### config.mk
export PLATFORM = sky130hd
export DESIGN_NAME = disp_scan_ctrl
export DESIGN_NICKNAME = d
export VERILOG_FILES = /design/src/rtl/disp_pkg.sv /design/src/rtl/disp_prescaler.sv /design/src/rtl/disp_scan_ctrl.sv
export SDC_FILE = /design/constraint.sdc
export NUM_CORES = 1
export LEC_CHECK = 0
export CORE_MARGIN = 2
export CORE_UTILIZATION = 45
export CTS_CLUSTER_DIAMETER = 120
export DETAILED_ROUTE_END_ITERATION = 16
export GPL_TIMING_DRIVEN = 0
export MAX_ROUTING_LAYER = met4
export PLACE_DENSITY = 0.85
export SLEW_MARGIN = 20
export SYNTH_ARGS = -nofsm -noshare
export SYNTH_HDL_FRONTEND = slang
export SYNTH_SLANG_ARGS = --single-unit
### constraint.sdc
create_clock -name CLK -period 3 [get_ports CLK]
set_input_delay 0.6 -clock CLK [delete_from_list [all_inputs] [get_ports CLK]]
set_output_delay 0.6 -clock CLK [all_outputs]
set_load 0.02 [all_outputs]
### src/rtl/disp_pkg.sv
// Shared constants and helpers for the 4-digit multiplexed display scheduler.
package disp_pkg;

  localparam int unsigned NIB_W   = 4;
  localparam int unsigned FRAME_W = 16;

  // Active-low digit enables
  localparam logic [3:0] ANODE_OFF = 4'b1111;
  localparam logic [3:0] ANODE_D0  = 4'b1110;
  localparam logic [3:0] ANODE_D1  = 4'b1101;
  localparam logic [3:0] ANODE_D2  = 4'b1011;
  localparam logic [3:0] ANODE_D3  = 4'b0111;

  typedef enum logic {
    ST_BLANK = 1'b0,
    ST_SHOW  = 1'b1
  } state_e;

  typedef enum logic [1:0] {
    SEL_PC  = 2'd0,
    SEL_INS = 2'd1,
    SEL_ALU = 2'd2,
    SEL_DB  = 2'd3
  } sel_e;

  // Anode pattern for a digit index (idx0 is the leftmost digit)
  function automatic logic [3:0] anode_for(input logic [1:0] idx);
    logic [3:0] a;
    case (idx)
      2'd0:    a = ANODE_D0;
      2'd1:    a = ANODE_D1;
      2'd2:    a = ANODE_D2;
      default: a = ANODE_D3;
    endcase
    return a;
  endfunction

  // Nibble of the latched frame shown at a digit index (idx0 = MS nibble)
  function automatic logic [NIB_W-1:0] nibble_at(input logic [FRAME_W-1:0] f,
                                                 input logic [1:0]         idx);
    logic [NIB_W-1:0] n;
    case (idx)
      2'd0:    n = f[15:12];
      2'd1:    n = f[11:8];
      2'd2:    n = f[7:4];
      default: n = f[3:0];
    endcase
    return n;
  endfunction

  // True when every nibble from the MS digit down to idx is zero; the last digit never qualifies
  function automatic logic leading_zero(input logic [FRAME_W-1:0] f,
                                        input logic [1:0]         idx);
    logic z;
    case (idx)
      2'd0:    z = (f[15:12] == 4'h0);
      2'd1:    z = (f[15:8]  == 8'h00);
      2'd2:    z = (f[15:4]  == 12'h000);
      default: z = 1'b0;
    endcase
    return z;
  endfunction

endpackage

### src/rtl/disp_prescaler.sv
// Phase counter: counts 0..len_m1 while enabled and wraps to zero after the last cycle.
module disp_prescaler #(
  parameter int unsigned CNT_W = 17
) (
  input  logic             clk,
  input  logic             rst_n,
  input  logic             en,
  input  logic [CNT_W-1:0] len_m1,
  output logic             last_c,
  output logic [CNT_W-1:0] cnt_nxt_c
);

  logic [CNT_W-1:0] cnt_q;
  logic [CNT_W-1:0] cnt_d;

  assign last_c    = (cnt_q == len_m1);
  assign cnt_nxt_c = cnt_d;

  // Next count: hold when disabled, clear on the last cycle of a phase
  always_comb begin
    cnt_d = cnt_q;
    if (en) begin
      cnt_d = last_c ? '0 : cnt_q + CNT_W'(1);
    end
  end

  // Counter register
  always_ff @(posedge clk or negedge rst_n) begin
    if (!rst_n) begin
      cnt_q <= '0;
    end else begin
      cnt_q <= cnt_d;
    end
  end

endmodule

### src/rtl/disp_scan_ctrl.sv
// Scan scheduler for the 4-digit 7-segment display: frame latch, BLANK/SHOW sequencing,
// leading-zero blanking and frame-done strobe. All outputs are registered.
module disp_scan_ctrl
  import disp_pkg::*;
#(
  parameter int unsigned DIV       = 50000,
  parameter int unsigned BLANK_CYC = 500,
  parameter int unsigned CNT_W     = 17
) (
  input  logic        CLK,
  input  logic        Reset,
  input  logic        En,
  input  logic [1:0]  Sel,
  input  logic [15:0] Src0,
  input  logic [15:0] Src1,
  input  logic [15:0] Src2,
  input  logic [15:0] Src3,
  input  logic        LZB,
  output logic [3:0]  Digit,
  output logic [3:0]  Anode,
  output logic        Blank,
  output logic        FrameDone
);

  localparam logic [CNT_W-1:0] DIV_M1   = CNT_W'(DIV - 1);
  // A zero-length BLANK only occurs as the reset state; it then lasts a single cycle
  localparam logic [CNT_W-1:0] BLANK_M1 = (BLANK_CYC == 0) ? '0 : CNT_W'(BLANK_CYC - 1);
  localparam logic             NO_BLANK = (BLANK_CYC == 0);

  state_e        state_q, state_d;
  logic [1:0]    idx_q, idx_d;
  logic [15:0]   frame_q, frame_d;
  logic          lzb_q, lzb_d;
  logic          pend_q, pend_d;
  logic [3:0]    anode_q, anode_d;
  logic [3:0]    digit_q, digit_d;
  logic          blank_q, blank_d;
  logic          fd_q, fd_d;

  logic [15:0]      src_c;
  logic [CNT_W-1:0] len_m1_c;
  logic [CNT_W-1:0] cnt_nxt_c;
  logic             last_c;
  logic             sup_c;

  assign len_m1_c = (state_q == ST_BLANK) ? BLANK_M1 : DIV_M1;

  disp_prescaler #(
    .CNT_W (CNT_W)
  ) u_prescaler (
    .clk       (CLK),
    .rst_n     (Reset),
    .en        (En),
    .len_m1    (len_m1_c),
    .last_c    (last_c),
    .cnt_nxt_c (cnt_nxt_c)
  );

  // Source mux feeding the frame latch
  always_comb begin
    src_c = Src0;
    case (sel_e'(Sel))
      SEL_PC:  src_c = Src0;
      SEL_INS: src_c = Src1;
      SEL_ALU: src_c = Src2;
      SEL_DB:  src_c = Src3;
      default: src_c = Src0;
    endcase
  end

  // Next state, frame latch and registered output values for the state being entered
  always_comb begin
    state_d = state_q;
    idx_d   = idx_q;
    frame_d = frame_q;
    lzb_d   = lzb_q;
    pend_d  = pend_q;
    anode_d = ANODE_OFF;
    digit_d = digit_q;
    blank_d = 1'b1;
    fd_d    = 1'b0;
    sup_c   = 1'b0;

    if (En) begin
      if (last_c) begin
        if (state_q == ST_BLANK) begin
          state_d = ST_SHOW;
        end else begin
          idx_d   = idx_q + 2'd1;
          state_d = NO_BLANK ? ST_SHOW : ST_BLANK;
        end
      end

      // Latch on entry to a new frame; after reset, latch during the first idx0 cycle
      if (pend_q || (last_c && (state_q == ST_SHOW) && (idx_q == 2'd3))) begin
        frame_d = src_c;
        lzb_d   = LZB;
        pend_d  = 1'b0;
      end

      digit_d = nibble_at(frame_d, idx_d);
      sup_c   = lzb_d && leading_zero(frame_d, idx_d);
      if ((state_d == ST_SHOW) && !sup_c) begin
        anode_d = anode_for(idx_d);
        blank_d = 1'b0;
      end
      fd_d = (state_d == ST_SHOW) && (idx_d == 2'd3) && (cnt_nxt_c == DIV_M1);
    end
  end

  // State and output registers
  always_ff @(posedge CLK or negedge Reset) begin
    if (!Reset) begin
      state_q <= ST_BLANK;
      idx_q   <= 2'd0;
      frame_q <= 16'h0000;
      lzb_q   <= 1'b0;
      pend_q  <= 1'b1;
      anode_q <= ANODE_OFF;
      digit_q <= 4'h0;
      blank_q <= 1'b1;
      fd_q    <= 1'b0;
    end else begin
      state_q <= state_d;
      idx_q   <= idx_d;
      frame_q <= frame_d;
      lzb_q   <= lzb_d;
      pend_q  <= pend_d;
      anode_q <= anode_d;
      digit_q <= digit_d;
      blank_q <= blank_d;
      fd_q    <= fd_d;
    end
  end

  assign Digit     = digit_q;
  assign Anode     = anode_q;
  assign Blank     = blank_q;
  assign FrameDone = fd_q;

endmodule

==> results.md <==
* Per-cell routed wire length at 16.98 um
* Final Max Slew Viols at 0
* Vias in the first global route at 2914
* Placement Setup Slack at -460.7 ps
* Syn Area/Cell at 10.49 um2
* DRC at 0
* Top FF cell, synth: dfrtp_1
* Synthesized Nets at 377
* H-tree depth at 2
* Rel. slew slack at 59.14%
* Slowest Stage Delay on Critical Path at 500 ps
* Sequential Power Share at 44.3%
* Crit end category: register
* Port bufs at 77
* Internal cell power at 0.001198 W
* Die ar. at 0.007777 mm2
* Most used cell, CP: buf_8
* P_sw at 0.0004975 W
* Fmax at 334.9 MHz
* Number of nets in the layout at 468
* R2R setup slack at 10 ps
* Post-synth top area cell: dfrtp_1
* Final core occ at 63.99%
* Number of flops mapped to enable cells by yosys at 0
* All-Layer GR Usage at 22.79%
* Synth top area share at 32.95%
* Outcome: finished clean
* Combinational power share at 28.2%
* Reg2Reg Depth at 10
* RSZ-0062 raised after global routing: yes
* Largest net degree at the start of global routing at 26
* Root buffer cell: clkbuf_8
* Peak VDD IR at 0.0002374 V
* Switching part of the total at 29.35%
* Fin crit share at 99.54%
* Drt via density at 5.734
* Initial antenna violation count at 0
* Synth Cell Area at 0.003189 mm2
* DRT Wirelength at 8352 um
* Core Box Area at 0.006832 mm2
* Share of cells above drive strength 1 at 21.72%
* Worst flop-to-flop path endpoint: Digit[0]
* Global-route wire length before repair at 13430 um
* Worst Skew at 9.031 ps
* Die height at 88.19 um
* DR iter-0 viols at 145
* Warnings from Yosys at 0
* First drt pass iteration count at 5
* Die width at 88.19 um
* Total grt overflow at 0
* Min Tclk post-route at 2986 ps
* Final ANT Viol Nets at 0
* Post-synthesis instance total at 304
* Main area contributors after synthesis: dfrtp_1, mux4_2, mux2_2
* Initial Utilization at 46.68%
* CP cell instances: or4_1 -> or4_4 -> a211oi_2 -> ha_2 -> a21o_1 -> buf_8 -> buf_8 -> mux2i_1 -> mux2_2 -> a22oi_2
* Maxcap violations at 0
* Final hold viol count at 0
* Cts hold-fix bufs at 0
* Worst-path fanout max at 10
* CP startpoint kind: register
* CTS Sinks at 48
* Clock buffer count from CTS at 5
* Worst setup margin at 13.69 ps
* Rows at 30
* Clk pwr share at 27.4%
* R2R Path Start: u_prescaler.cnt_q[9]
* Clock-pin slew on the worst setup and hold paths at 90 ps
* Sequential share of the synthesized area at 37.90%
* Max Root-Sink Buffers at 2
* Worst slew pin tran at 609.2 ps
* GP Congestion at 0.8592
* CTS tree: done
* HPWL after detailed placement at 6386 um
* Crit path kind: reg -> reg
* Crit path required time at 3190 ps
* Num ports at 80
* Leakage at 1.784 nW
* Routed vias at 2821
* Synth-to-layout area growth at 37.07%
* Min-delay worst type: in -> async
* Count of cell types in the netlist at 49
* CP arrival at 3170 ps
* Ant. Diodes at 0
* Power Dens Cells at 387.8 mW/mm2
* #FFs+latches synth at 48
* Async SR Flop Fraction at 100.0%
* CP max-delay cell: or4_1
* Final setup fails at 0
* Clk_lat worst skew at 300 ps
==> sequential cells by signal (all words and copies together), names as in the netlist <==
name / flops
Digit: 4
lzb_q: 1
idx_q: 2
state_q: 1
u_prescaler.cnt_q: 17
frame_q: 16
FrameDone: 1
Anode: 4
Blank: 1
pend_q: 1
==> cells by family after synthesis <==
family / after synthesis / share of synthesized area [%]
compound gates: 34 / 8.317
xor+xnor: 19 / 5.453
fa+ha+maj: 3 / 1.177
buf+inv: 23 / 2.707
flops: 48 / 37.90
mux: 54 / 24.91
simple gates: 123 / 19.54
==> what timing repair did <==
action,4_1_cts,5_1_grt
gates cloned,0,1
endpoints found under the setup margin,26,18
gates resized for setup,16,12
buffers inserted,3,2
hold endpoints to repair,0,0
pin swaps,1,2
==> metrics by stage <==
stage,total power [W],setup TNS [ps],hold slack (ps),area [um2],instances
2_1_floorplan,0.001033,-27.65,304.4,3196,304
3_3_place_gp,0.001192,-5767,480.2,4086,477
3_5_place_dp,0.001216,-6249,487.2,4101,478
4_1_cts,0.001698,0,288.7,4290,489
5_1_grt,0.001787,-346.0,294.3,4372,492
6_report,0.001695,0,273.6,4372,492
==> worst max path at each step <==
stage                         startpoint       end  slack (ps)  cells after the start
floorplan           u_prescaler.cnt_q[3]     Blank         -30                     11
global placement    u_prescaler.cnt_q[3]     Blank        -410                     11
global route        u_prescaler.cnt_q[9]  Digit[1]         -80                     11
CTS                 u_prescaler.cnt_q[9]     Blank           7                     11
finish              u_prescaler.cnt_q[9]  Digit[0]          10                     10
detailed placement                Sel[0]  Anode[1]        -460                      8
==> synth_stat cells, drive strengths merged, types with 2 or more instances <==
| master | number |
|---|---|
| dfrtp | 42 |
| nand2 | 40 |
| nor2 | 29 |
| mux2 | 23 |
| mux4 | 18 |
| clkbuf | 13 |
| mux2i | 13 |
| xnor2 | 11 |
| nand3 | 9 |
| xor2 | 8 |
| a21oi | 6 |
| and4 | 6 |
| dfstp | 6 |
| inv | 6 |
| nand2b | 5 |
| nor3 | 5 |
| a211oi | 4 |
| and3 | 4 |
| buf | 4 |
| nand4 | 4 |
| o21ai | 4 |
| or4 | 4 |
| a22oi | 3 |
| ha | 3 |
| nand3b | 3 |
| nor2b | 3 |
| nor4b | 3 |
| o221ai | 3 |
| a21o | 2 |
| a32oi | 2 |
| and2 | 2 |
| nor4bb | 2 |
| o2bb2ai | 2 |
==> critical path, delay by kind of cell, from the launching register on <==
kind                     cells  cell delay, ps
AND/OR/NAND/NOR              2             990
multiplexers                 2             480
AO/OA/AOI/OAI                3             470
flip-flops                   1             420
buffers and inverters        2             300
adder cells (fa/ha/maj)      1             220
==> layer usage <==
layer	wire (um)	vias up	track usage, %
li1	-	1304	-
met1	3420	1340	27.10
met2	4180	157	38.82
met3	518	20	3.487
met4	233	0	8.815
met5	0	-	-
==> power by group through the flow <==
| stage | logic [W] | registers (W) | clock network (W) |
|---|---|---|---|
| global route | 0.000527 | 0.000761 | 0.000498 |
| detailed placement | 0.000446 | 0.000771 | 0 |
| finish | 0.000479 | 0.000751 | 0.000465 |
| floorplan | 0.000274 | 0.000759 | 0 |
| CTS | 0.000472 | 0.000751 | 0.000476 |
| global placement | 0.000427 | 0.000766 | 0 |
==> final cells by class <==
| cell class | count | area, um2 |
|---|---|---|
| flip-flops and latches | 48 | 1211 |
| clock buffers | 6 | 72.57 |
| well taps | 96 | 120.1 |
| multi-input cells | 233 | 1962 |
| repair buffers | 84 | 848.3 |
| inverters | 6 | 22.52 |
| clock inverters | 2 | 35.03 |
| fillers | 545 | 2460 |
| plain buffers | 17 | 100.1 |
==> cell usage in the layout, fill, tap and decap left out, drive strengths merged, types with 5 or more instances in the layout <==
| master | instances |
|---|---|
| mux4 | 18 |
| clkbuf | 18 |
| inv | 6 |
| and4 | 6 |
| a21oi | 6 |
| nor2 | 29 |
| mux2 | 23 |
| buf | 13 |
| nor3 | 5 |
| xnor2 | 11 |
| nand2b | 5 |
| xor2 | 8 |
| dfstp | 6 |
| mux2i | 13 |
| clkdlybuf4s50 | 76 |
| dfrtp | 42 |
| nand3 | 9 |
| nand2 | 40 |
(Power assumes the default switching activity.)
